File: config.mk
export PLATFORM = sky130hd
export DESIGN_NAME = reg_file_4x8_flat
export DESIGN_NICKNAME = d
export VERILOG_FILES = /design/src/rtl/reg_file_4x8_if.sv /design/src/rtl/reg_file_4x8.sv /design/src/flat_wrapper.sv
export SDC_FILE = /design/constraint.sdc
export NUM_CORES = 1
export LEC_CHECK = 0
export CAP_MARGIN = 40
export CORE_ASPECT_RATIO = 0.75
export CORE_MARGIN = 8
export CORE_UTILIZATION = 50
export CTS_CLUSTER_DIAMETER = 40
export DETAILED_ROUTE_END_ITERATION = 10
export PLACE_DENSITY = 0.77
export SLEW_MARGIN = 20
export SYNTH_ARGS = -nofsm -noshare
export SYNTH_HDL_FRONTEND = slang
export SYNTH_SLANG_ARGS = --single-unit
File: constraint.sdc
create_clock -name clk -period 1.6 [get_ports clk]
set_input_delay 0.24 -clock clk [delete_from_list [all_inputs] [get_ports clk]]
set_output_delay 0.24 -clock clk [all_outputs]
set_load 0.03 [all_outputs]
File: src/rtl/reg_file_4x8_if.sv
// Operand/result bus of the 4-entry register file: one write port, two read ports.
// The master drives addresses and write data; the register file returns read data.
interface reg_file_4x8_if #(
   parameter int WIDTH = 8
);
   logic             we;
   logic [1:0]       wa;
   logic [WIDTH-1:0] wd;
   logic [1:0]       ra0;
   logic [WIDTH-1:0] rd0;
   logic [1:0]       ra1;
   logic [WIDTH-1:0] rd1;

   modport master (
      output we, wa, wd, ra0, ra1,
      input  rd0, rd1
   );

   modport slave (
      input  we, wa, wd, ra0, ra1,
      output rd0, rd1
   );
endinterface

File: src/rtl/reg_file_4x8.sv
// Four-entry register file with a decoded synchronous write port and two
// combinational read ports, optional write-to-read bypass and hardwired-zero R0.
module decoder2to4 (
   input  logic A1,
   input  logic A0,
   output logic D0,
   output logic D1,
   output logic D2,
   output logic D3
);
   assign D0 = ~A1 & ~A0;
   assign D1 = ~A1 &  A0;
   assign D2 =  A1 & ~A0;
   assign D3 =  A1 &  A0;
endmodule

module reg_file_4x8 #(
   parameter int WIDTH   = 8,
   parameter bit ZERO_R0 = 1'b0,
   parameter bit BYPASS  = 1'b1
) (
   input  logic          clk,
   input  logic          rst_n,
   reg_file_4x8_if.slave bus
);
   logic [3:0]       dec;
   logic [3:0]       en;
   logic [WIDTH-1:0] regs_q [4];
   logic [WIDTH-1:0] regs_d [4];
   logic             wr_live;

   decoder2to4 u_dec (
      .A1 (bus.wa[1]),
      .A0 (bus.wa[0]),
      .D0 (dec[0]),
      .D1 (dec[1]),
      .D2 (dec[2]),
      .D3 (dec[3])
   );

   assign wr_live = bus.we & rst_n;

   // Reset dominates the enable: every register reloads zero while rst_n is low.
   always_comb begin
      for (int unsigned k = 0; k < 4; k++) begin
         en[k]     = dec[k] & wr_live & ~(ZERO_R0 && (k == 0));
         regs_d[k] = regs_q[k];
         if (!rst_n) begin
            regs_d[k] = '0;
         end else if (en[k]) begin
            regs_d[k] = bus.wd;
         end
      end
   end

   always_ff @(posedge clk) begin
      for (int unsigned k = 0; k < 4; k++) begin
         regs_q[k] <= regs_d[k];
      end
   end

   always_comb begin
      bus.rd0 = regs_q[bus.ra0];
      if (ZERO_R0 && (bus.ra0 == 2'd0)) begin
         bus.rd0 = '0;
      end else if (BYPASS && wr_live && (bus.ra0 == bus.wa)) begin
         bus.rd0 = bus.wd;
      end
   end

   always_comb begin
      bus.rd1 = regs_q[bus.ra1];
      if (ZERO_R0 && (bus.ra1 == 2'd0)) begin
         bus.rd1 = '0;
      end else if (BYPASS && wr_live && (bus.ra1 == bus.wa)) begin
         bus.rd1 = bus.wd;
      end
   end
endmodule

File: src/flat_wrapper.sv
// flat-port wrapper written by rule: the top's interface ports become plain ports
module reg_file_4x8_flat 
#(
   parameter int WIDTH   = 8,
   parameter bit ZERO_R0 = 1'b0,
   parameter bit BYPASS  = 1'b1
)
  (clk, rst_n, bus_we, bus_wa, bus_wd, bus_ra0, bus_ra1, bus_rd0, bus_rd1);
  reg_file_4x8_if #(.WIDTH(WIDTH)) bus_i ();
  input  logic clk;
  input  logic rst_n;
  input wire logic [$bits(bus_i.we)-1:0] bus_we;
  input wire logic [$bits(bus_i.wa)-1:0] bus_wa;
  input wire logic [$bits(bus_i.wd)-1:0] bus_wd;
  input wire logic [$bits(bus_i.ra0)-1:0] bus_ra0;
  input wire logic [$bits(bus_i.ra1)-1:0] bus_ra1;
  output wire logic [$bits(bus_i.rd0)-1:0] bus_rd0;
  output wire logic [$bits(bus_i.rd1)-1:0] bus_rd1;
  assign bus_i.we = bus_we;
  assign bus_i.wa = bus_wa;
  assign bus_i.wd = bus_wd;
  assign bus_i.ra0 = bus_ra0;
  assign bus_i.ra1 = bus_ra1;
  assign bus_rd0 = bus_i.rd0;
  assign bus_rd1 = bus_i.rd1;
  reg_file_4x8 #(.WIDTH(WIDTH), .ZERO_R0(ZERO_R0), .BYPASS(BYPASS)) u_core (.clk(clk), .rst_n(rst_n), .bus(bus_i));
endmodule
==> impl_metrics.env, run 1 <==
export IMPL_yosysWarnings=0
export IMPL_post_synth_top_area_fraction=0.551
export IMPL_clock_fmax_ghz=0.534
export IMPL_yosys_area_top_type="edfxtp_1"
export IMPL_fp_dieW_um=84.2
export IMPL_portBuffers=32
export IMPL_num_rows=18
export IMPL_slew_headroom=0.816
export IMPL_clockBufferDepth=2
export IMPL_grt_max_degree=13
export IMPL_dp_hpwl_mm=3.10
export IMPL_vias=1101
export IMPL_final_cells=193
export IMPL_maxCapViolations=0
export IMPL_p_per_area_nw_per_um2=1010
export IMPL_cts_htree_levels=2
export IMPL_drt_total_wl_mm=4.28
export IMPL_drt_initial_drc_count=81
export IMPL_grt_pass1_wl_mm=6.98
export IMPL_yosysUniqueCellTypes=14
export IMPL_postLayoutCellArea_um2=2480
export IMPL_synth_area_top_cells="edfxtp_1, mux4_1, mux2_2, mux4_2, and2_1"
export IMPL_initial_core_util=0.526
export IMPL_ys_flop_type="edfxtp_1"
export IMPL_critPathRequiredTime_ps=1360
export IMPL_critPathMaxFanout=2
export IMPL_cts_buffers=5
export IMPL_critPathCaptureType="primary output"
export IMPL_p_leak_nw=0.966
export IMPL_fin_crit_ps=1870
export IMPL_cts_tree="done"
export IMPL_wl_per_cell_um=22.2
export IMPL_whs_ps=631
export IMPL_area_delta_synth_final_pct=42.2
export IMPL_ys_ff_latch=32
export IMPL_clock_sinks=32
export IMPL_synth_area_per_cell_um2=19.2
export IMPL_tightest_slew_ps=273
export IMPL_status="complete, but fails checks"
export IMPL_cts_hold_buf=0
export IMPL_final_core_util=0.749
export IMPL_cp_arrival_ps=1630
export IMPL_clkTransAtPathRegs_ps=60
export IMPL_place_area_um2=2270
export IMPL_largest_register="u_core.regs_q"
export IMPL_violations="negative setup slack"
export IMPL_start_kind="flop"
export IMPL_crit_type="reg -> out"
export IMPL_n_fill_cell=213
export IMPL_die_area_um2=5650
export IMPL_syn_cell_area_um2=1740
export IMPL_grt_overflow_total=0
export IMPL_worst_hold_path_type="in -> reg"
export IMPL_multiInputGateArea_um2=777
export IMPL_diodes=0
export IMPL_ant_nets=0
export IMPL_fin_ws_ps=-272
export IMPL_gp_congestion=0.806
export IMPL_synth_most_common_cell="edfxtp_1"
export IMPL_regArea_um2=961
export IMPL_synth_common_cells="edfxtp_1, mux2_2, and2_1, mux4_1, mux4_2"
export IMPL_avgViaCountPerCell=5.70
export IMPL_fin_crit_sh=1.17
export IMPL_synth_cells=91
export IMPL_die_y_um=67.1
export IMPL_slew_viol_final=0
export IMPL_drive_above_1_share=0.601
export IMPL_vdd_drop_max_mv=0.706
export IMPL_dp_slack_ps=-1030
export IMPL_largest_register_ffs=32
export IMPL_ios=33
export IMPL_nets=169
export IMPL_core_um2=3310
export IMPL_hold_viol_final=0
export IMPL_syn_num_nets=108
export IMPL_grt_pass1_vias=1217
export IMPL_root_buffer="clkbuf_8"
export IMPL_grt_usage=0.167
export IMPL_reg_largest_list="u_core.regs_q: 32 flops"
export IMPL_ys_async_sr_fraction=0
export IMPL_antenna_found_initial=0
export IMPL_setup_violations=16
export IMPL_ys_seq_area_frac=0.551
export IMPL_fin_total_pwr_mw=2.50
export IMPL_dp_cells=182
export IMPL_drc=0
export IMPL_rsz0062_at_grt="true"
export IMPL_synth_enable_flop_cells=32
export IMPL_tns_ps=-3580
export IMPL_first_pass_iters=4
[final timing paths]
check                                          from                       endpoint  slack [ps]  cells after the start
worst max-delay path  u_core.regs_q[3][1]$_DFFE_PP_                     bus_rd1[1]        -270                      3
worst min-delay path                      bus_wa[1]  u_core.regs_q[3][0]$_DFFE_PP_         630                      4
[worst max-delay path: stages, from the launching register on]
cell and delay, ps:
edfxtp_1 420, mux4_2 500, mux2_4 290, buf_6 140
[logic make-up after synthesis]
group / Yosys count / synth area share
AO/OA/AOI/OAI: 4 / 0.0115
buffers and inverters: 6 / 0.0301
multiplexers: 32 / 0.327
XOR/XNOR: 4 / 0.0244
AND/OR/NAND/NOR: 13 / 0.0553
flip-flops: 32 / 0.551
[per-layer routing]
layer | track usage | up-vias | share of wire
li1 | - | 497 | -
met3 | 0.0589 | 7 | 0.060
met2 | 0.299 | 34 | 0.55
met1 | 0.179 | 563 | 0.38
met4 | 0.0730 | 0 | 0.016
met5 | 0 | - | 0
[power breakdown]
group	leakage (nW)	total, mW	switching (mW)	internal, mW
clock	0.0532	0.728	0.276	0.452
combinational	0.596	0.712	0.325	0.388
sequential	0.316	1.06	0.0431	1.02
[cell usage in the layout, fill, tap and decap left out, drive strengths merged, types with 3 or more instances in the layout]
cell type	count
mux4	16
dlygate4sd2	3
xor2	4
o21ai	4
and2	8
buf	46
edfxtp	32
clkbuf	6
mux2	16
clkdlybuf4s50	8
[layout make-up]
class,instances,share of cell area
flip-flops and latches,32,0.388
multi-input cells,53,0.313
well taps,40,0.0202
repair buffers,59,0.234
inverters,1,0.00151
clock inverters,3,0.0151
clock buffers,5,0.0278
[what timing repair did]
item / 4_1_cts / 5_1_grt
cloned: 1 / 0
setup endpoints to repair: 16 / 16
gates resized for setup: 161 / 5
pin swaps: 3 / 1
endpoints found under the hold margin: 0 / 0
buffers inserted: 3 / 0
Note: power is estimated with default switching activity, not from simulation.
==> inputs of run 2 (changes only) <==
--- a/config.mk
+++ b/config.mk
@@ -7,7 +7,7 @@
 export LEC_CHECK = 0
 export CAP_MARGIN = 40
 export CORE_ASPECT_RATIO = 0.75
-export CORE_MARGIN = 8
+export CORE_MARGIN = 1.5
 export CORE_UTILIZATION = 50
 export CTS_CLUSTER_DIAMETER = 40
 export DETAILED_ROUTE_END_ITERATION = 10
==> run 2 against run 1 <==
Effect of this change:
- the flow still finishes with violations (negative setup slack)
- wire length fell by 2.2%
- non-clock buffer count stayed put
- sequential share of layout area is 0.27 points lower
- final area up 0.71%
- combinational power is 2.8% higher
- setup slack improved by 39 ps
- count of clock-buffer cells in the layout unchanged
- clock power decreased by 27%
- critical endpoint is now bus_rd1[4]
- largest cell class unchanged
- largest power group unchanged
==> impl_metrics.env, run 2 (synthesis results as in run 1) <==
export IMPL_layout_common_cells="edfxtp_1, buf_6, buf_4, mux4_2, mux2_4"
export IMPL_nets=169
export IMPL_crit_type="reg -> out"
export IMPL_n_fill_cell=195
export IMPL_ant_nets=0
export IMPL_status="complete, but fails checks"
export IMPL_grt_usage=0.242
export IMPL_vias=1117
export IMPL_vdd_drop_max_mv=0.701
export IMPL_antenna_found_initial=0
export IMPL_fin_crit_sh=1.15
export IMPL_largest_register="u_core.regs_q"
export IMPL_critPathMaxFanout=2
export IMPL_die_y_um=54.1
export IMPL_clockBufferDepth=2
export IMPL_initial_core_util=0.526
export IMPL_num_rows=18
export IMPL_drt_initial_drc_count=41
export IMPL_whs_ps=707
export IMPL_cts_buffers=5
export IMPL_clock_sinks=32
export IMPL_ios=33
export IMPL_dp_cells=181
export IMPL_final_core_util=0.754
export IMPL_worst_hold_path_type="in -> reg"
export IMPL_grt_overflow_total=0
export IMPL_p_leak_nw=0.961
export IMPL_area_delta_synth_final_pct=43.2
export IMPL_wl_met2_mm=2.14
export IMPL_layout_commonest_cell="edfxtp_1"
export IMPL_drc=0
export IMPL_fp_dieW_um=71.2
export IMPL_first_pass_iters=4
export IMPL_diodes=0
export IMPL_fin_total_pwr_mw=2.31
export IMPL_maxCapViolations=0
export IMPL_grt_pass1_vias=1242
export IMPL_rsz0062_at_grt="true"
export IMPL_dp_slack_ps=-981
export IMPL_fin_crit_ps=1830
export IMPL_clkTransAtPathRegs_ps=60
export IMPL_largest_register_ffs=32
export IMPL_setup_violations=16
export IMPL_clock_fmax_ghz=0.545
export IMPL_reg_largest_list="u_core.regs_q: 32 flops"
export IMPL_wl_per_cell_um=22.0
export IMPL_critPathCaptureType="primary output"
export IMPL_cp_arrival_ps=1590
export IMPL_wl_met3_um=247
export IMPL_portBuffers=32
export IMPL_slew_viol_final=0
export IMPL_violations="negative setup slack"
export IMPL_top_layer="met4"
export IMPL_start_kind="flop"
export IMPL_critPathRequiredTime_ps=1360
export IMPL_met1Wirelength_mm=1.76
export IMPL_final_cells=190
export IMPL_grt_pass1_wl_mm=6.34
export IMPL_drt_total_wl_mm=4.18
export IMPL_p_per_area_nw_per_um2=927
export IMPL_slew_headroom=0.793
export IMPL_dp_hpwl_mm=2.76
export IMPL_cts_tree="done"
export IMPL_root_buffer="clkbuf_8"
export IMPL_cts_htree_levels=2
export IMPL_hold_viol_final=0
export IMPL_tns_ps=-3260
export IMPL_grt_max_degree=13
export IMPL_die_area_um2=3850
export IMPL_place_area_um2=2260
export IMPL_drive_above_1_share=0.607
export IMPL_cts_hold_buf=0
export IMPL_postLayoutCellArea_um2=2500
export IMPL_core_um2=3310
export IMPL_fin_ws_ps=-234
export IMPL_gp_congestion=0.822
export IMPL_tightest_slew_ps=307
export IMPL_avgViaCountPerCell=5.88
==> run 2: changes by cell type in the layout (fill, tap and decap cells not counted), sizes merged <==
cell,delta
clkbuf,-1
bufinv,-1
clkdlybuf4s15,+1
bufbuf,-1
dlygate4sd2,+1
clkinv,-2
==> run 2: worst paths after layout <==
path / from / end / slack (ps) / depth (start not counted)
min: rst_n / u_core.regs_q[1][3]$_DFFE_PP_ / 710 / 3
max: u_core.regs_q[3][4]$_DFFE_PP_ / bus_rd1[4] / -230 / 3
==> run 2: metal layers <==
layer  global-route usage  vias up
met5                    0        -
met1                0.323      569
met3               0.0581        4
met4                0.132        0
met2                0.373       52
li1                     -      492
==> run 2: layout make-up <==
cell class,count,area (µm²),area share
clock buffers,5,68.8,0.0276
inverters,1,3.75,0.00150
multi-input cells,53,800,0.320
flip-flops and latches,32,961,0.385
well taps,40,50.0,0.0201
repair buffers,59,613,0.246
==> run 2: where the power goes <==
group	switching (mW)	internal, mW	total (mW)
Combinational	0.333	0.399	0.732
Sequential	0.0382	1.02	1.05
Clock	0.249	0.279	0.528
Total	0.620	1.69	2.31
==> run 2: what timing repair did <==
| action | CTS | global route |
|---|---|---|
| gates resized for setup | 168 | 1 |
| endpoints found under the setup margin | 16 | 16 |
| setup buffers | 2 | 0 |
| pin swaps | 3 | 0 |
| gates cloned | 2 | 0 |
==> run 2: worst max-delay path, cell delays in order, from the launching register on <==
cell and delay (ps):
edfxtp_1 410, mux4_2 490, mux2_4 290, buf_6 140
